--- src/rtl/sram_array_1r1w.sv ---
// sram_array_1r1w: 1R1W SRAM array with post-reset clear, write masks and held registered read.
// Optional SRAM_BYPASS_EN forwards same-address write segments into the read result.
module sram_array_1r1w #(
   parameter int DEPTH = 64,
   parameter int WIDTH = 25,
   parameter int MASK_SEGS = 1,
   localparam int AW = $clog2(DEPTH)
) (
   input  logic                 clock,
   input  logic                 reset_n,
   output logic                 ready,
   input  logic                 R0_en,
   input  logic [AW-1:0]        R0_addr,
   output logic [WIDTH-1:0]     R0_data,
   output logic                 R0_valid,
   input  logic                 W0_en,
   input  logic [AW-1:0]        W0_addr,
   input  logic [WIDTH-1:0]     W0_data,
   input  logic [MASK_SEGS-1:0] W0_mask
);
   localparam int G = WIDTH / MASK_SEGS;
   localparam logic [AW-1:0] LAST = AW'(DEPTH - 1);
   typedef enum logic {CLEAR, READY} state_t;
   state_t state, state_nxt;
   logic [AW-1:0] clr_idx, clr_nxt;
   logic [WIDTH-1:0] mem [DEPTH];
   logic [WIDTH-1:0] rd_word, wr_word;
   logic rd_acc, wr_acc, r_ok, w_ok;
   assign ready = state == READY;
   assign rd_acc = ready && R0_en;
   assign wr_acc = ready && W0_en;
   assign r_ok = {1'b0, R0_addr} < (AW+1)'(DEPTH);
   assign w_ok = {1'b0, W0_addr} < (AW+1)'(DEPTH);
   always_comb begin
      state_nxt = (state == CLEAR && clr_idx == LAST) ? READY : state;
      clr_nxt = (state == CLEAR) ? clr_idx + AW'(1) : clr_idx;
   end
   always_ff @(posedge clock) begin
      if (!reset_n) begin
         state <= CLEAR;
         clr_idx <= '0;
      end else begin
         state <= state_nxt;
         clr_idx <= clr_nxt;
      end
   end
   // Merged write word doubles as the forwarded read word in bypass builds
   always_comb begin
      wr_word = w_ok ? mem[W0_addr] : '0;
      for (int i = 0; i < MASK_SEGS; i++)
         if (W0_mask[i]) wr_word[i*G +: G] = W0_data[i*G +: G];
      rd_word = r_ok ? mem[R0_addr] : '0;
`ifdef SRAM_BYPASS_EN
      if (wr_acc && w_ok && r_ok && W0_addr == R0_addr) rd_word = wr_word;
`endif
   end
   always_ff @(posedge clock) begin
      if (reset_n) begin
         if (state == CLEAR) mem[clr_idx] <= '0;
         else if (wr_acc && w_ok) mem[W0_addr] <= wr_word;
      end
   end
   always_ff @(posedge clock) begin
      if (!reset_n) begin
         R0_valid <= 1'b0;
         R0_data <= '0;
      end else begin
         R0_valid <= rd_acc;
         if (rd_acc) R0_data <= rd_word;
      end
   end
endmodule

--- config.mk ---
export PLATFORM = sky130hd
export DESIGN_NAME = sram_array_1r1w
export DESIGN_NICKNAME = d
export VERILOG_FILES = /design/src/rtl/sram_array_1r1w.sv
export SDC_FILE = /design/constraint.sdc
export NUM_CORES = 1
export LEC_CHECK = 0
export BUFFER_PORTS_ARGS = -buffer_cell sky130_fd_sc_hd__buf_4
export CORE_MARGIN = 4
export CORE_UTILIZATION = 53
export CTS_CLUSTER_DIAMETER = 100
export DETAILED_ROUTE_END_ITERATION = 16
export GPL_TIMING_DRIVEN = 0
export PLACE_DENSITY = 0.65
export SETUP_SLACK_MARGIN = 0.3
export SLEW_MARGIN = 20
export SYNTH_ARGS = -nofsm -noshare
export SYNTH_HDL_FRONTEND = slang
export SYNTH_SLANG_ARGS = --single-unit
--- constraint.sdc ---
create_clock -name clock -period 3.5 [get_ports clock]
set_input_delay 0.35 -clock clock [delete_from_list [all_inputs] [get_ports clock]]
set_output_delay 0.35 -clock clock [all_outputs]
set_load 0.02 [all_outputs]
== Word-level counts from Yosys, hierarchy flattened ==
Memory sizes are Yosys's and may differ from the RTL's. A register that Yosys moved wholly into a read port is not among the register bits.
Index checks and enable logic that the tools add are counted.

* Register bits after elaboration: 8
* Input bits: 42
* Word-level logic and storage cells: 25
* RAM bits: 1600
* Memories kept: 1
* Output and inout bits: 27

{| class="wikitable"
|+ Memory list
! memory !! words !! width !! read ports !! clocked after memory_dff !! wr ports !! line !! source
|-
| mem || 64 || 25 || 1 || 1 || 1 || 26 || <nowiki>logic [WIDTH-1:0] mem [DEPTH];</nowiki>
|}

* Muxes and demuxes: 11
* Bitwise gates (word level): 1
* Reduce and logical (&&, ||, !) cells: 6
* Eq/ne operators: 2
* Add/subtract/negate cells: 1

{| class="wikitable"
|+ Operators by type and width
! cell !! number
|-
| $mux 25 || 2
|-
| $reduce_or 25->1 || 1
|-
| $mux 1 || 8
|-
| $add 6x1->6 const B || 1
|-
| $eq 6x6->1 const B || 1
|-
| $mux 6 || 1
|-
| $logic_and 1x1->1 || 3
|-
| $reduce_and 2->1 || 1
|-
| $logic_not 1->1 || 1
|-
| $ne 1x1->1 const B || 1
|-
| $not 1->1 || 1
|}

== Logic depth before layout (Yosys ltp) ==
* Depth in word-level cells: 8
* Gate-level depth with buffers: 9
* Gate-level depth less buffers: 5

== Least setup slack after synthesis ==
Ideal clock, no wire load.

* Path type: reg2reg
* Start point: reg state, in the netlist ready
* End point: mem mem[17][0] (enable)
* Slack: 0.270 ns
* Data required time: 3.093 ns
* Stages on the path, launching flop included: 8
* Arrival time: 2.823 ns
* Cell sequence: dfxtp_1 clkbuf_1 nand4_1 clkbuf_1 or3_1 o21ai_0 nand2_1 nor2_1

* Word-level cells in the longest chain between the ends: 8
* Elaborated cells between the ends (all ways): 12
* Those cells by class: mux: 9; reduce/logical: 3

{| class="wikitable"
|+ RTL lines
! element !! line !! source
|-
| from (decl) || 24 || <nowiki>state_t state, state_nxt;</nowiki>
|-
| from (signal assigned) || 43 || <nowiki>state <= state_nxt;</nowiki>
|-
| $logic_and 1x1->1 || 31 || <nowiki>assign wr_acc = ready && W0_en;</nowiki>
|-
| $mux 1 || 60 || <nowiki>else if (wr_acc && w_ok) mem[W0_addr] <= wr_word;</nowiki>
|-
| $mux 1 || 59 || <nowiki>if (state == CLEAR) mem[clr_idx] <= '0;</nowiki>
|-
| $mux 1 || 58 || <nowiki>if (reset_n) begin</nowiki>
|-
| $mux 1 (not written as such) || 60 ||
|-
| $reduce_and 2->1 (no source line) || -- ||
|-
| $reduce_or 25->1 (no source line) || -- ||
|-
| $mux 6 (no source line) / $mux 1 (equally long branches) || -- ||
|-
| to (decl) || 26 ||
|}

Several ways; a longest one is shown, not always the timed one.

==> results_tabular.tex <==
\begin{tabular}{lr}
\hline
Metric & Value \\
\hline
\multicolumn{2}{l}{\textbf{Placed design}} \\
Number of buffers inserted by port buffering & 65 \\
Placer Congestion & 0.887 \\
Half-perimeter wire length after placement & 104000 um \\
\# placed instances & 4585 \\
Cell area after placement & 67300 um2 \\
\multicolumn{2}{l}{\textbf{Floorplan}} \\
IO Count & 69 \\
Die Span Y & 351 um \\
Number of placement rows & 125 \\
Die area & 123000 um2 \\
Effective utilization at floorplan & 53.6\% \\
CORE AREA & 117000 um2 \\
Die width & 351 um \\
\multicolumn{2}{l}{\textbf{Logic synthesis}} \\
Cell area after synthesis & 62400 um2 \\
Share of synthesized cell area in full adder, half adder and majority cells & 0.0201\% \\
Number of enable flip-flop cells after synthesis & 1600 \\
Number of different library cells in the post-synthesis netlist & 43 \\
Instance count of the mapped netlist & 2918 \\
Post-Synthesis Mean Instance Area & 21.4 um2 \\
Total of warnings raised by yosys & 0 \\
Most instantiated flip-flop cell in the synthesis netlist & edfxtp\_1 \\
Fraction of registers with async set or reset after synthesis & 0\% \\
XOR/XNOR share of the synthesized area & 0.0702\% \\
Area fraction in compound gates after synthesis & 3.93\% \\
Multiplexer share of the synthesized area & 14.5\% \\
Number of synthesized register bits & 1633 \\
Area fraction in and, or, nand and nor cells after synthesis & 2.12\% \\
Syn nets & 2961 \\
Combinational family with the most area after synthesis & multiplexers \\
Sequential-to-total area share from yosys stat & 78.1\% \\
\multicolumn{2}{l}{\textbf{Setup path}} \\
Data required time at the worst endpoint & 4.18 ns \\
Maximum net fanout on the critical path & 10 \\
Largest stage delay, worst path & 0.94 ns \\
Cells along the critical path & buf\_4 -> clkbuf\_1 -> nand2\_1 -> nor2\_1 -> clkbuf\_1 -> a221oi\_2 -> a31oi\_1 -> or3\_1 \\
Sort of element at the start of the critical path & input pin \\
Crit path max-delay family & buffers and inverters \\
Worst Path Arrival & 4.10 ns \\
Type of element capturing the critical path & flop \\
Cell repeated most along the worst path & clkbuf\_1 \\
Critical path class & in2reg \\
Crit path buf inv count & 3 \\
Critical-path top delay cell & a31oi\_1 \\
\multicolumn{2}{l}{\textbf{Clocking}} \\
Number of buffers created by CTS & 160 \\
Clock latency reported for the late side of the worst-skew pair & 0.77 ns \\
Library cell used as clock root buffer & clkbuf\_16 \\
CTS H-Tree Depth & 4 \\
Clock tree buffer depth & 3 \\
Sinks on the clock net & 1633 \\
Register clock-pin slew on the reported worst setup and hold paths & 0.06 ns \\
Clock tree from TritonCTS & yes \\
Hold-fix buffers at CTS & 0 \\
\multicolumn{2}{l}{\textbf{Timing}} \\
Max Clock Freq & 0.293 GHz \\
Pins over their slew limit & 0 \\
Min Hold Slack & 0.201 ns \\
Final critical path time including I/O delays and setup & 3.42 ns \\
Setup violation total in the final timing report & 0 \\
Maximum clock skew at final layout & 0.0284 ns \\
Worst slew margin relative to its limit & 20.9\% \\
Final-report hold violation count & 0 \\
Unrepaired setup endpoints after global routing & true \\
Measured slew at the worst slew-check pin & 1.18 ns \\
Post-route clock period utilization & 97.7\% \\
\multicolumn{2}{l}{\textbf{Cells and area}} \\
Number of filler cells placed in the layout & 7666 \\
Number of nets in the layout & 3345 \\
Final instance area & 73500 um2 \\
Fraction of final layout cells with drive strength greater than 1 & 27.5\% \\
Sequential Area & 48700 um2 \\
Area of the multi-input gates & 13500 um2 \\
Area growth, synth to finish & 17.8\% \\
Finished Layout Cells & 4983 \\
\multicolumn{2}{l}{\textbf{Power}} \\
Maximum resistive drop on vdd & 0.402 mV \\
Static Leakage & 27.0 nW \\
Total power divided by cell area & 529 nW/um2 \\
Design Power & 0.0389 W \\
\multicolumn{2}{l}{\textbf{Global route}} \\
Leftover overflow at the end of global routing & 0 \\
Global-route wire length before repair & 226000 um \\
Number of global-route vias before repair & 31.8k \\
Total track usage & 25.9\% \\
Initial antenna violation count & 20 \\
Pin count of the biggest net entering global routing & 65 \\
\multicolumn{2}{l}{\textbf{Detailed routing}} \\
Via count & 31.8k \\
Iter 0 DRT Violations & 4436 \\
Number of nets with antenna violations after detailed routing & 0 \\
Routed wirelength normalized by instance count & 31.9 um \\
TritonRoute pass-1 iters & 6 \\
Via density per instance & 6.39 \\
Post-route DRC violation count & 0 \\
Total Routed Length & 159000 um \\
\multicolumn{2}{l}{\textbf{Hold path}} \\
Path type of the worst min-delay path & in2reg \\
\multicolumn{2}{l}{\textbf{Run status}} \\
Status & completed \\
\multicolumn{2}{l}{\textbf{Run}} \\
Max-capacitance violation count & 0 \\
\hline
\end{tabular}
-- worst paths after layout --
check	from	to	slack [ns]	cells past startpoint
worst min-delay path	W0_data[18]	mem[37][18]$_DFFE_PP_	0.20	2
worst min register to register	R0_data[18]$_SDFFE_PN0P_	R0_data[18]$_SDFFE_PN0P_	0.60	3
worst max register to register	ready$_SDFFE_PN0P_	mem[60][14]$_DFFE_PP_	0.20	7
worst max-delay path	R0_addr[1]	R0_data[14]$_SDFFE_PN0P_	0.08	8
-- per-stage QoR --
step           setup WS (ns)  util, %  setup TNS (ns)
6_report              0.0819     63.1               0
5_1_grt               0.0980     63.1               0
4_1_cts                0.132     62.9               0
3_5_place_dp          -0.629     57.7         -155.98
3_3_place_gp           -1.46     55.6        -3119.47
2_1_floorplan          0.270        -               0
-- Yosys cell counts, types with 12 or more instances --
cell type / instances / area, um2
mux2i_1: 228 / 2280
buf_2: 46 / 230
nor2_1: 71 / 267
nand2_1: 47 / 176
nor2b_1: 13 / 81.3
or3_1: 30 / 188
edfxtp_1: 1600 / 48000
a21oi_1: 25 / 125
a22o_1: 26 / 228
a221oi_2: 20 / 300
nand3_1: 56 / 280
a31oi_1: 27 / 169
dfxtp_1: 33 / 661
and2_1: 32 / 200
mux4_2: 300 / 6760
a22oi_1: 175 / 1310
buf_4: 12 / 90.1
o211ai_1: 25 / 188
clkbuf_1: 91 / 342
-- cell families after synthesis --
kind of cell,Yosys count
AO/OA/AOI/OAI,315
XOR/XNOR,5
adder cells (fa/ha/maj),1
multiplexers,528
AND/OR/NAND/NOR,267
flip-flops,1633
buffers and inverters,169
-- placed cells by master, fill, tap and decap left out, types with 6 or more instances in the layout --
| cell | instances |
|---|---|
| a21oi_1 | 25 |
| a221oi_2 | 20 |
| a22o_1 | 26 |
| a22oi_1 | 175 |
| a31oi_1 | 26 |
| and2_1 | 7 |
| and2_4 | 25 |
| buf_1 | 7 |
| buf_12 | 59 |
| buf_16 | 54 |
| buf_2 | 46 |
| buf_4 | 111 |
| buf_6 | 11 |
| buf_8 | 6 |
| bufinv_16 | 9 |
| clkbuf_1 | 127 |
| clkbuf_16 | 166 |
| clkbuf_8 | 7 |
| clkinv_1 | 29 |
| clkinv_2 | 30 |
| dfxtp_1 | 32 |
| diode_2 | 29 |
| edfxtp_1 | 1600 |
| mux2i_1 | 228 |
| mux4_2 | 300 |
| nand2_1 | 35 |
| nand2_2 | 11 |
| nand3_1 | 56 |
| nor2_1 | 7 |
| nor2_4 | 64 |
| nor2b_1 | 13 |
| o211ai_1 | 25 |
| or3_1 | 30 |
-- report_power, final --
part / internal, W / switching (W) / total [W]
combinational: 0.000438 / 0.000709 / 0.00115
sequential: 0.0212 / 0.0000168 / 0.0212
clock: 0.00948 / 0.00707 / 0.0166
-- sequential cells by signal, summed over array words and instances, names as in the netlist --
signal and flops:
clr_idx 6, R0_valid 1, ready 1, mem 1600, R0_data 25
-- per-layer routing --
metal	GRT usage (%)	up-vias	wire [um]	part of all wire (%)
met1	38.7	16700	64800	41
met4	7.61	2	4040	2.5
li1	-	13100	-	-
met2	39.2	1750	74100	47
met5	0	-	10	0.0063
met3	5.35	254	16000	10
-- final cells by class --
cell class                      instances  area share (%)
Antenna cell                           29          0.0987
Clock inverter                         78           0.844
Inverter                                2          0.0102
Sequential cell                      1633            66.2
Multi-Input combinational cell       1120            18.4
Buffer                                167            1.11
Clock buffer                          212            5.98
Timing Repair Buffer                  218            4.76
Tap cell                             1524            2.59
-- repair_timing --
action                      CTS  global route
gates cloned                  0             4
setup endpoints to repair  1588          1972
setup buffers                65            10
resized for setup            15            12
pin swaps                    45             8
Note: power is estimated with default switching activity, not from simulation.
